--- src/rtl/rex_pkg.sv ---
// Shared constants and types for the rex display path: VGA 640x480@60 timing,
// game state encodings, palette, sprite geometry and the per-frame snapshot.
// Optional macro REX_SCORE_BAR_EN adds the score field to the snapshot.
package rex_pkg;

  localparam int unsigned H_VISIBLE = 640;
  localparam int unsigned H_FP      = 16;
  localparam int unsigned H_SYNC    = 96;
  localparam int unsigned H_BP      = 48;
  localparam int unsigned H_TOTAL   = H_VISIBLE + H_FP + H_SYNC + H_BP;

  localparam int unsigned V_VISIBLE = 480;
  localparam int unsigned V_FP      = 10;
  localparam int unsigned V_SYNC    = 2;
  localparam int unsigned V_BP      = 33;
  localparam int unsigned V_TOTAL   = V_VISIBLE + V_FP + V_SYNC + V_BP;

  localparam logic [1:0] ST_IDLE  = 2'd0;
  localparam logic [1:0] ST_RUN   = 2'd1;
  localparam logic [1:0] ST_PAUSE = 2'd2;
  localparam logic [1:0] ST_OVER  = 2'd3;

  localparam logic [7:0] COL_SKY      = 8'hDB;
  localparam logic [7:0] COL_GROUND   = 8'h49;
  localparam logic [7:0] COL_OBS      = 8'h1C;
  localparam logic [7:0] COL_REX      = 8'h92;
  localparam logic [7:0] COL_REX_OVER = 8'hE0;
  localparam logic [7:0] COL_BAR      = 8'hFC;

  localparam int unsigned REX_W    = 20;
  localparam int unsigned REX_H    = 40;
  localparam int unsigned OBS_W    = 16;
  localparam int unsigned OBS_H    = 32;
  localparam int unsigned GROUND_H = 4;
  localparam int unsigned BAR_X0   = 8;
  localparam int unsigned BAR_Y0   = 8;
  localparam int unsigned BAR_H    = 8;

  // Game inputs frozen for the duration of one frame.
  typedef struct packed {
    logic [9:0] rex_y;
    logic       rex_duck;
    logic [9:0] obs_x;
    logic [1:0] game_state;
`ifdef REX_SCORE_BAR_EN
    logic [7:0] score;
`endif
  } snap_t;

  // Half-open interval test in 11 bits so lo+len never wraps.
  function automatic logic in_range(input logic [10:0] val,
                                    input logic [10:0] lo,
                                    input logic [10:0] len);
    return (val >= lo) && (val < lo + len);
  endfunction

endpackage

--- src/rtl/rex_vga_sync.sv ---
// VGA 640x480 timing core: pixel-rate divider, hcount/vcount and raw
// (unregistered) sync/visible decodes for the current counter position.
// Ports: clk, rst_n in; hcount, vcount (registered); pix_en_c, hsync_c,
// vsync_c, visible_c (combinational decodes).
module rex_vga_sync
  import rex_pkg::*;
#(
  parameter int unsigned PIX_DIV = 4
) (
  input  logic       clk,
  input  logic       rst_n,
  output logic [9:0] hcount,
  output logic [9:0] vcount,
  output logic       pix_en_c,
  output logic       hsync_c,
  output logic       vsync_c,
  output logic       visible_c
);

  logic [1:0] div;

  assign pix_en_c = (div == 2'(PIX_DIV - 1));

  // Divider and raster counters; counters advance once per pixel.
  always_ff @(posedge clk or negedge rst_n) begin
    if (!rst_n) begin
      div    <= 2'd0;
      hcount <= 10'd0;
      vcount <= 10'd0;
    end else begin
      div <= pix_en_c ? 2'd0 : div + 2'd1;
      if (pix_en_c) begin
        if (hcount == 10'(H_TOTAL - 1)) begin
          hcount <= 10'd0;
          vcount <= (vcount == 10'(V_TOTAL - 1)) ? 10'd0 : vcount + 10'd1;
        end else begin
          hcount <= hcount + 10'd1;
        end
      end
    end
  end

  // Raw decodes; sync pulses are active low.
  assign hsync_c   = !((hcount >= 10'(H_VISIBLE + H_FP)) &&
                       (hcount <  10'(H_VISIBLE + H_FP + H_SYNC)));
  assign vsync_c   = !((vcount >= 10'(V_VISIBLE + V_FP)) &&
                       (vcount <  10'(V_VISIBLE + V_FP + V_SYNC)));
  assign visible_c = (hcount < 10'(H_VISIBLE)) && (vcount < 10'(V_VISIBLE));

endmodule

--- src/rtl/rex_vga_renderer.sv ---
// Rex game display: VGA timing plus object renderer. Game inputs are
// snapshotted at the last pixel of each frame so a frame never tears.
// Ports: ClkPort, Reset_n (async active low); rex_y, rex_duck, obs_x,
// game_state, score inputs; hsync, vsync, rgb, frame_tick registered outputs.
// Optional macro REX_SCORE_BAR_EN draws a score bar in rows 8..15.
module rex_vga_renderer
  import rex_pkg::*;
#(
  parameter int unsigned PIX_DIV  = 4,
  parameter int unsigned REX_X    = 80,
  parameter int unsigned GROUND_Y = 400
) (
  input  logic       ClkPort,
  input  logic       Reset_n,
  input  logic [9:0] rex_y,
  input  logic       rex_duck,
  input  logic [9:0] obs_x,
  input  logic [1:0] game_state,
  input  logic [7:0] score,
  output logic       hsync,
  output logic       vsync,
  output logic [7:0] rgb,
  output logic       frame_tick
);

  logic [9:0]  hcount, vcount;
  logic        pix_en_c, hsync_c, vsync_c, visible_c;
  logic [10:0] h11_c, v11_c, rex_top_c;
  logic        frame_end_c, vblank_start_c;
  logic        rex_hit_c, obs_hit_c, ground_hit_c, bar_hit_c;
  logic [7:0]  rex_col_c, pix_col_c;
  snap_t       snap, snap_in_c;

  rex_vga_sync #(.PIX_DIV(PIX_DIV)) u_sync (
    .clk      (ClkPort),
    .rst_n    (Reset_n),
    .hcount   (hcount),
    .vcount   (vcount),
    .pix_en_c (pix_en_c),
    .hsync_c  (hsync_c),
    .vsync_c  (vsync_c),
    .visible_c(visible_c)
  );

  assign frame_end_c    = pix_en_c && (hcount == 10'(H_TOTAL - 1)) &&
                          (vcount == 10'(V_TOTAL - 1));
  assign vblank_start_c = pix_en_c && (hcount == 10'(H_TOTAL - 1)) &&
                          (vcount == 10'(V_VISIBLE - 1));

  // Snapshot payload gathered from the live inputs.
  always_comb begin
    snap_in_c            = '0;
    snap_in_c.rex_y      = rex_y;
    snap_in_c.rex_duck   = rex_duck;
    snap_in_c.obs_x      = obs_x;
    snap_in_c.game_state = game_state;
`ifdef REX_SCORE_BAR_EN
    snap_in_c.score      = score;
`endif
  end

`ifndef REX_SCORE_BAR_EN
  logic unused_score;
  assign unused_score = ^score;
`endif

  // Hit tests on the current counter position, all in 11 bits.
  assign h11_c     = 11'(hcount);
  assign v11_c     = 11'(vcount);
  assign rex_top_c = snap.rex_duck ? 11'(snap.rex_y) + 11'(REX_H / 2)
                                   : 11'(snap.rex_y);
  assign rex_hit_c = in_range(h11_c, 11'(REX_X), 11'(REX_W)) &&
                     (v11_c >= rex_top_c) &&
                     (v11_c < 11'(snap.rex_y) + 11'(REX_H));
  // Columns past 639 fall into blanking, which clips the obstacle at the edge.
  assign obs_hit_c = (snap.obs_x < 10'(H_VISIBLE)) &&
                     in_range(h11_c, 11'(snap.obs_x), 11'(OBS_W)) &&
                     in_range(v11_c, 11'(GROUND_Y - OBS_H), 11'(OBS_H));
  assign ground_hit_c = in_range(v11_c, 11'(GROUND_Y), 11'(GROUND_H));
`ifdef REX_SCORE_BAR_EN
  assign bar_hit_c = in_range(v11_c, 11'(BAR_Y0), 11'(BAR_H)) &&
                     in_range(h11_c, 11'(BAR_X0), {2'b00, snap.score, 1'b0});
`else
  assign bar_hit_c = 1'b0;
`endif

  // Rex colour by game state, then priority mux rex > obstacle > ground > bar > sky.
  always_comb begin
    rex_col_c = COL_REX;
    case (snap.game_state)
      ST_IDLE, ST_RUN, ST_PAUSE: rex_col_c = COL_REX;
      ST_OVER:                   rex_col_c = COL_REX_OVER;
      default:                   rex_col_c = COL_REX;
    endcase
    pix_col_c = COL_SKY;
    if (rex_hit_c)         pix_col_c = rex_col_c;
    else if (obs_hit_c)    pix_col_c = COL_OBS;
    else if (ground_hit_c) pix_col_c = COL_GROUND;
    else if (bar_hit_c)    pix_col_c = COL_BAR;
  end

  // Output and snapshot registers.
  always_ff @(posedge ClkPort or negedge Reset_n) begin
    if (!Reset_n) begin
      hsync      <= 1'b1;
      vsync      <= 1'b1;
      rgb        <= 8'd0;
      frame_tick <= 1'b0;
      snap       <= '0;
    end else begin
      frame_tick <= vblank_start_c;
      if (pix_en_c) begin
        hsync <= hsync_c;
        vsync <= vsync_c;
        rgb   <= visible_c ? pix_col_c : 8'd0;
      end
      if (frame_end_c) snap <= snap_in_c;
    end
  end

endmodule

--- config.mk ---
export PLATFORM = sky130hd
export DESIGN_NAME = rex_vga_renderer
export DESIGN_NICKNAME = d
export VERILOG_FILES = /design/src/rtl/rex_pkg.sv /design/src/rtl/rex_vga_sync.sv /design/src/rtl/rex_vga_renderer.sv
export SDC_FILE = /design/constraint.sdc
export NUM_CORES = 1
export LEC_CHECK = 0
export CAP_MARGIN = 25
export CORE_MARGIN = 1
export CORE_UTILIZATION = 51
export CTS_CLUSTER_DIAMETER = 40
export DETAILED_ROUTE_END_ITERATION = 8
export PLACE_DENSITY = 0.79
export SLEW_MARGIN = 20
export SYNTH_ARGS = -nofsm -noshare
export SYNTH_HDL_FRONTEND = slang
export SYNTH_HIERARCHICAL = 1
export SYNTH_SLANG_ARGS = --single-unit
export TNS_END_PERCENT = 100
--- constraint.sdc ---
create_clock -name ClkPort -period 2.2 [get_ports ClkPort]
set_input_delay 0.22 -clock ClkPort [delete_from_list [all_inputs] [get_ports ClkPort]]
set_output_delay 0.22 -clock ClkPort [all_outputs]
set_load 0.1 [all_outputs]
---- Word-level counts from Yosys, hierarchy flattened ----
Cells that the tools add are included.
word-level totals
  bits in read-only memories .............. 0
  memory bits (writable) .................. 0
  output and inout port bits .............. 11
  register bits after elaboration ......... 56
  memories kept ........................... 0
  latch bits .............................. 0
cells by class
  muxes and demuxes ....................... 9
  reduce and logical (&&, ||, !) cells .... 19
  equality and inequality tests ........... 7
  $lt $le $gt $ge ......................... 17
  div/mod/pow operators ................... 0
  multipliers ............................. 0
  shift-type cells ........................ 0
  $add $sub $neg .......................... 6
  bitwise gates (word level) .............. 0
operators with widths
  operator               count
  $lt 10x9->1 const B    4
  $mux 8                 4
  $ge 10x9->1 const B    3
  $lt 10x10->1 const B   3
  $add 10x5->11 const B  2
  $lt 10x11->1           2
  $add 10x1->10 const B  2
  $eq 10x10->1 const B   2
  $mux 10                2
  $pmux 8 s2             1
  $logic_and 1x1->1      14
  $add 10x6->11 const B  1
  $ge 10x11->1           1
  $mux 11                1
  $eq 10x9->1 const B    1
  $ge 10x10->1           1
  $ge 10x10->1 const B   1
  $ge 10x7->1 const B    1
  $lt 10x7->1 const B    1
  $eq 2x2->1 const B     3
  $reduce_or 3->1        1
  $add 2x1->2 const B    1
  $eq 2x1->1 const B     1
  $logic_not 1->1        2
  3 further kinds        3

---- Longest topological paths before layout ----
Gate-level depths: netlist of the first run.
  depth in word-level cells ............... 8
  gate-level depth with buffers ........... 12
  mapped depth without buffers ............ 12

---- Modules after synthesis ----
The synthesis of the first run kept the hierarchy.
by module, submodules not included
  module            area an instance (sq um)  sequential area each (sq um)  cells each  instances
  rex_vga_renderer  2,585.0                   853.3                         268         1
  rex_vga_sync      1,166.1                   550.5                         112         1

---- Worst setup path before layout of the first run ----
OpenSTA, ideal clock, no wires.
  kind .................................... reg-to-reg
  start ................................... register snap[16] (netlist name)
  end ..................................... register rgb[6]
  arrival ................................. 2,310 ps
  slack ................................... -252 ps
  buffers on the path ..................... 0
  clock period less this slack ............ 2,452 ps
  library setup time ...................... 142 ps
  stages on the path, launching flop included .. 10
  cell sequence ........................... dfrtp_1 -> ha_1 -> o211ai_1 -> xor2_1 -> ha_1 -> nand4_1 -> o31a_1 -> o21ai_1 -> o2bb2ai_1 -> o221ai_1
between the ends
  word-level cells in the longest chain between the ends .. 7
ends and longest elaborated chain
  what                    RTL line                 text
  start, declared         rex_vga_renderer.sv:32   snap_t snap, snap_in_c;
  start signal, assigned  rex_vga_renderer.sv:117  if (frame_end_c) snap <= snap_in_c;
  $add 10x5->11           rex_vga_renderer.sv:70   assign rex_top_c = snap.rex_duck ? 11'(snap.rex_y) + 11'(REX_H / 2)
  $mux 11                 rex_vga_renderer.sv:70
  $ge 10x11->1            rex_vga_renderer.sv:73   (v11_c >= rex_top_c) &&
  $logic_and 1x1->1       rex_vga_renderer.sv:72   assign rex_hit_c = in_range(h11_c, 11'(REX_X), 11'(REX_W)) &&
  $logic_and 1x1->1 (*)   rex_vga_renderer.sv:73
  $mux 8 (*)              rex_vga_renderer.sv:96   if (rex_hit_c) pix_col_c = rex_col_c;
  $mux 8 (*)              rex_vga_renderer.sv:115  rgb <= visible_c ? pix_col_c : 8'd0;
  end signal, assigned    rex_vga_renderer.sv:115
  end, declared           rex_vga_renderer.sv:22   output logic [7:0] rgb,
Every way passes the cells marked *; elsewhere a longest branch is shown, timed or not.
A chain may end at the register's enable or synchronous reset.

---- Worst setup path in the final report of the first run ----
Ends and elaborated chain as after synthesis.

==> out/qor.txt, run 1 <==
Status -> finished, violations left
Failing checks -> negative setup slack
Area delta synth->final -> 25.1%
GRT Max-Usage Layer -> met2
Top-area cell type share of the netlist area -> 36.0%
Largest cells by area after synthesis -> dfrtp_1, ha_1, mux2_2
Crit path time final -> 2.53 ns
CTS Buffer Depth -> 2
Total Wirelength -> 8840 µm
Critical path class -> reg -> reg
Clock Skews -> 0.0113 ns
Dominant cell type by area after synthesis -> dfrtp_1
Clock-pin slew on the worst setup and hold paths -> 0.10 ns
EDFF count, synth -> 0
Post-synth ARST share -> 100%
Post-layout worst setup margin -> -0.327 ns
DRC -> 0
Crit path DAT -> 2.72 ns
Root buffer cell -> clkbuf_8
Hold Crit Class -> in -> async
Most frequent cells in the layout -> buf_4, dfrtp_1, ha_1, nand2_1, inv_1
Tot GR Track Use -> 24.9%
Core region area -> 0.00694 mm²
Ant diodes -> 0
GR Util met3 -> 3.39%
Detail Route Antenna Nets -> 0
Relative slew slack -> 75.1%
Commonest non-fill, non-tap cell in the layout -> buf_4
Ports -> 44
Final Non-Filler Cells -> 559
Top FF cell, synth -> dfrtp_1
Synth Area per Inst -> 9.87 µm²
Global Route met1 Usage -> 29.8%
First-pass GRT wire length -> 14,700 µm
Largest net degree at the start of global routing -> 57
Final HPWL DP -> 6820 µm
CP required -> 2.40 ns
Met2 GRT Util -> 44.6%
Slew Viols, Final -> 0
Vias in the first global route -> 3,254
Max Freq -> 0.396 GHz
Final #Nets -> 539
Die ar. -> 0.00770 mm²
Starting density of the core -> 54.0%
Crit share post-route -> 115%
Total CTS buffers -> 5
# clock sinks -> 56
H-tree depth -> 2
Setup violators final -> 8
Chip Height -> 87.8 µm
Number of fill cells -> 515
Kind of end point of the critical path -> flip-flop
Post-DP Area -> 0.00454 mm²
FP Rows -> 30
Maximum vdd ir drop -> 0.221 mV
Syn_nets -> 457
Final Hold Vio Count -> 0
Input/output buffers -> 35
Register area -> 0.00141 mm²
Worst Setup Start Kind -> flip-flop
Yosys warnings -> 6
First-pass DRT Iterations -> 4
Finished Cell Area -> 0.00469 mm²
Post-synth cell types -> 62
Mapped Area -> 0.00375 mm²
Max_cap viols -> 0
Drt wl/cell -> 15.8 µm
Share of cells above drive strength 1 -> 22.7%
Initial DRC count -> 149
Cell Pwr Density -> 358 mW/mm²
Placer Congestion -> 0.913
Seq/Total Area, Yosys -> 37.4%
Post-synthesis cell count -> 380
CTS tree -> yes
Placed cells -> 546
Via-to-Cell Ratio -> 5.66
Slew @ Worst Pin -> 0.373 ns
GRT overflow -> 0
Antenna violations before repair -> 0
Pleak -> 2.29 nW
CP Max Fanout -> 7
Area of the multi-input gates -> 0.00228 mm²
Die X -> 87.8 µm
Via Count -> 3,162
Worst skew pair latency -> 0.31 ns
#FFs+latches synth -> 56
RSZ-0062 raised after global routing -> true
where the power goes:
group | switching, mW | leakage, nW | internal [mW]
Combinational | 0.0259 | 1.58 | 0.0411
Clock | 0.326 | 0.0455 | 0.258
Sequential | 0 | 0.665 | 1.03
through the flow:
stage	setup TNS (ns)	power [mW]	setup WS [ns]	util (%)	hold WS, ns
5_1_grt	-3.16	1.74	-0.443	67.6	0.466
6_report	-2.29	1.68	-0.327	67.6	0.430
3_3_place_gp	-1.51	1.11	-0.225	65.4	0.241
4_1_cts	-2.09	1.69	-0.299	67.4	0.435
2_1_floorplan	-0.279	1.05	-0.0713	-	-0.0756
3_5_place_dp	-2.26	1.12	-0.314	65.4	0.241
worst paths after layout:
check | startpoint | to | slack [ns] | depth (start not counted)
worst max-delay path | snap[16] | rgb[6] | -0.33 | 9
worst min-delay path | Reset_n | snap[5] | 0.43 | 3
worst max register to register | snap[16] | rgb[6] | -0.33 | 9
worst min register to register | u_sync/div[0] | u_sync/div[0] | 0.43 | 1
max in group asynchronous | Reset_n | hsync | 1.45 | 3
min in group ClkPort | u_sync/div[0] | u_sync/div[0] | 0.43 | 1
registers in the layout, summed over array words and instances, names as in the netlist:
signal and flops:
vsync 1, u_sync/vcount 10, rgb 8, hsync 1, u_sync/div 2, frame_tick 1, u_sync/hcount 10, snap 23
cell families after synthesis:
logic type | synth area share [%]
compound gates | 13.9
xor+xnor | 6.07
fa+ha+maj | 14.7
buf+inv | 3.64
flops | 37.4
mux | 5.60
simple gates | 18.7
layer usage:
layer  routed length, µm  up-vias  part of all wire [%]
li1                    -     1540                     -
met1                3850     1520                    44
met2                4430       80                    50
met3                 319       22                   3.6
met4                 237        0                   2.7
met5                   0        -                     0
synth_stat cells, drive strengths merged, types with 9 or more instances:
cell type	instances
dfrtp	54
o21ai	23
xnor2	14
ha	44
inv	25
nor2b	9
nand2	33
nand3	18
nor2	20
mux2	16
a21oi	13
xor2	12
layout make-up:
cell class | instances | area share, %
well taps | 96 | 2.56
repair buffers | 82 | 15.0
flip-flops and latches | 56 | 30.0
inverters | 25 | 2.00
clock buffers | 8 | 1.92
multi-input cells | 292 | 48.5
what timing repair did:
item                                    4_1_cts  5_1_grt
buffers inserted                              3        1
hold buffers                                  1        0
resized for setup                             4        2
hold endpoints to repair                     54        0
pin swaps                                     4        5
endpoints found under the setup margin        8        8
worst max-delay path: stages, from the launching register on:
cell and delay (ns):
dfrtp_2 0.48, ha_4 0.18, o211ai_1 0.28, xor2_1 0.14, ha_1 0.34, nand4_1 0.10
o31a_1 0.34, o21ai_4 0.25, o2bb2ai_2 0.17, o221ai_1 0.12
Power figures use the tool's default switching activity.
==> run 2: changes to the inputs <==
--- a/config.mk
+++ b/config.mk
@@ -7,13 +7,12 @@
 export LEC_CHECK = 0
 export CAP_MARGIN = 25
 export CORE_MARGIN = 1
-export CORE_UTILIZATION = 51
+export CORE_UTILIZATION = 61
 export CTS_CLUSTER_DIAMETER = 40
 export DETAILED_ROUTE_END_ITERATION = 8
-export PLACE_DENSITY = 0.79
+export PLACE_DENSITY = 0.88
 export SLEW_MARGIN = 20
 export SYNTH_ARGS = -nofsm -noshare
 export SYNTH_HDL_FRONTEND = slang
-export SYNTH_HIERARCHICAL = 1
 export SYNTH_SLANG_ARGS = --single-unit
 export TNS_END_PERCENT = 100
==> constraint.sdc (replaced) <==
create_clock -name ClkPort -period 3.2 [get_ports ClkPort]
set_input_delay 0.32 -clock ClkPort [delete_from_list [all_inputs] [get_ports ClkPort]]
set_output_delay 0.32 -clock ClkPort [all_outputs]
set_load 0.1 [all_outputs]
==> out/qor.txt, run 2 <==
Core region area -> 0.00561 mm²
Tot GR Track Use -> 27.6%
First-pass DRT Iterations -> 4
GRT overflow -> 0
Root buffer cell -> clkbuf_8
Crit share post-route -> 88.1%
CP Buf/Inv Count -> 0
RSZ-0062 raised after global routing -> false
Share of cells above drive strength 1 -> 8.64%
Detail Route Antenna Nets -> 0
Crit path DAT -> 3.05 ns
Die X -> 79.0 µm
FF-to-FF End -> rgb[6]
EDFF count, synth -> 0
Crit path time final -> 2.82 ns
Hold Worst Slack -> 0.00968 ns
# Post-CTS Setup Buffers -> 0
Chip Height -> 79.0 µm
Worst skew pair latency -> 0.31 ns
Post-synthesis cell count -> 372
Final Util -> 73.1%
Setup WS pre-CTS -> 0.413 ns
Largest Register -> snap
Area delta synth->final -> 13.4%
Fin Setup TNS -> 0 ns
Worst path cell trace -> a21oi_1, xor2_1, ha_1, a211oi_1, o211ai_1, a221oi_1, o211ai_2, or3b_4, o221ai_2
First-pass GRT wire length -> 13,700 µm
Yosys warnings -> 0
Mapped Area -> 0.00361 mm²
Maximum vdd ir drop -> 0.205 mV
Max Freq -> 0.355 GHz
CP required -> 3.44 ns
Reg2Reg Depth -> 9
Final #Nets -> 481
Pleak -> 1.87 nW
CTS Buffer Depth -> 2
Crit path max-delay family -> compound AO/OA/AOI/OAI gates
Post-layout worst setup margin -> 0.380 ns
Final Hold Vio Count -> 0
Post-synth ARST share -> 100%
Input/output buffers -> 35
Drt wl/cell -> 16.0 µm
Max reg flops -> 23
Clock Skews -> 0.00585 ns
Syn_nets -> 449
Total CTS buffers -> 5
Flop2flop setup slack -> 0.38 ns
Die ar. -> 0.00624 mm²
Largest cells by area after synthesis -> dfrtp_1, ha_1, o21ai_0
Post-synth cell types -> 55
Relative slew slack -> 35.2%
Kind of end point of the critical path -> flip-flop
Commonest non-fill, non-tap cell in the layout -> dfrtp_1
Slew @ Worst Pin -> 0.969 ns
Status -> finished, final reports clean
Final Power -> 1.18 mW
Top flop regs -> snap (23), u_sync.hcount (10), u_sync.vcount (10)
Worst Setup Start Kind -> flip-flop
# clock sinks -> 56
Count leader, synth -> dfrtp_1
Setup violators final -> 0
Top-area cell type share of the netlist area -> 37.4%
FP Rows -> 27
Seq/Total Area, Yosys -> 38.8%
DRC -> 0
Ports -> 44
Slowest CP cell -> dfrtp_1
# hold bufs at CTS -> 0
Resized Gates After CTS -> 0
Starting density of the core -> 64.5%
Via-to-Cell Ratio -> 5.99
Critical path class -> reg -> reg
Initial DRC count -> 234
Via Count -> 2,858
Antenna violations before repair -> 0
Placer Congestion -> 0.892
Ant diodes -> 0
H-tree depth -> 2
Cell Pwr Density -> 287 mW/mm²
Clock-pin slew on the worst setup and hold paths -> 0.11 ns
Max_cap viols -> 0
Commonest cells post-synth -> dfrtp_1, ha_1, nand2_1
Vias in the first global route -> 2,937
Slew Viols, Final -> 0
CTS tree -> yes
Synth Area per Inst -> 9.72 µm²
Final HPWL DP -> 5500 µm
Hold Crit Class -> in -> async
Total Wirelength -> 7610 µm
CP peak stage delay -> 0.49 ns
Top FF cell, synth -> dfrtp_1
Largest net degree at the start of global routing -> 30
Dominant cell type by area after synthesis -> dfrtp_1
CP Max Fanout -> 9
Most frequent cells in the layout -> dfrtp_1, ha_1, nand2_1, o21ai_0, clkdlybuf4s50_1
Worst R2R Start -> snap[18]
#FFs+latches synth -> 56
run 2: changes by cell type in the layout (fill, tap and decap cells not counted), sizes merged, moves of 4 or more:
cell           change
nand4              +4
nand2              +4
and3               -4
nor3               +5
clkdlybuf4s50      +9
nand2b             -4
o21ai             +11
mux2               -5
a21o               -4
a21oi             +10
buf               -52
nand3             -10
run 2: layout make-up:
class / count / area (µm²)
multi-input combinational: 278 / 2050
clock inverter: 2 / 17.5
inverter: 25 / 93.8
clock buffer: 6 / 82.6
sequential: 56 / 1400
timing repair buffer: 38 / 363
fill: 415 / 1510
tap: 72 / 90.1
run 2: worst max-delay path by stage:
| stage | startpoint | endpoint | slack, ns | depth (start not counted) |
|---|---|---|---|---|
| floorplan | snap[18] | rgb[6] | 0.67 | 10 |
| global placement | snap[16] | rgb[6] | 0.49 | 10 |
| detailed placement | snap[18] | rgb[6] | 0.41 | 9 |
| CTS | snap[18] | rgb[6] | 0.38 | 9 |
| global route | snap[16] | rgb[6] | 0.17 | 10 |
| finish | snap[18] | rgb[6] | 0.38 | 9 |
run 2: cell families (layout without fill, tap and decap cells):
logic type               after synthesis  count (layout)  share of synthesized area (%)
AND/OR/NAND/NOR                      111             111                           16.9
multiplexers                          12              12                           3.70
AO/OA/AOI/OAI                         82              82                           13.8
flip-flops                            56              56                           38.8
buffers and inverters                 38              71                           4.50
adder cells (fa/ha/maj)               44              44                           15.2
XOR/XNOR                              29              29                           7.03
run 2: power by group:
group	internal (mW)	switching [mW]	total [mW]	leakage, nW
clock network	0.182	0.245	0.427	0.0522
registers	0.707	0	0.707	0.667
logic	0.0257	0.0173	0.0430	1.16
run 2: through the flow:
stage,cells,area (µm²)
after detailed placement,469,4000
after global placement,469,4000
after floorplan,372,3610
after global routing,477,4100
after CTS,477,4100
final,477,4100
run 2: routing by layer:
layer / global-route usage (%) / share of wire (%) / vias to the layer above
li1: - / - / 1383
met4: 7.27 / 1.9 / 0
met3: 4.83 / 5.9 / 21
met1: 37.2 / 44 / 1354
met2: 45.9 / 48 / 100
met5: 0 / 0 / -
==> run 3: changes to the inputs <==
--- a/config.mk
+++ b/config.mk
@@ -9,6 +9,7 @@
 export CORE_MARGIN = 1
 export CORE_UTILIZATION = 61
 export CTS_CLUSTER_DIAMETER = 40
+export CTS_CLUSTER_SIZE = 16
 export DETAILED_ROUTE_END_ITERATION = 8
 export PLACE_DENSITY = 0.88
 export SLEW_MARGIN = 20
==> results of run 3 <==
The final DEF is identical to that of run 2; final timing and power are the same.
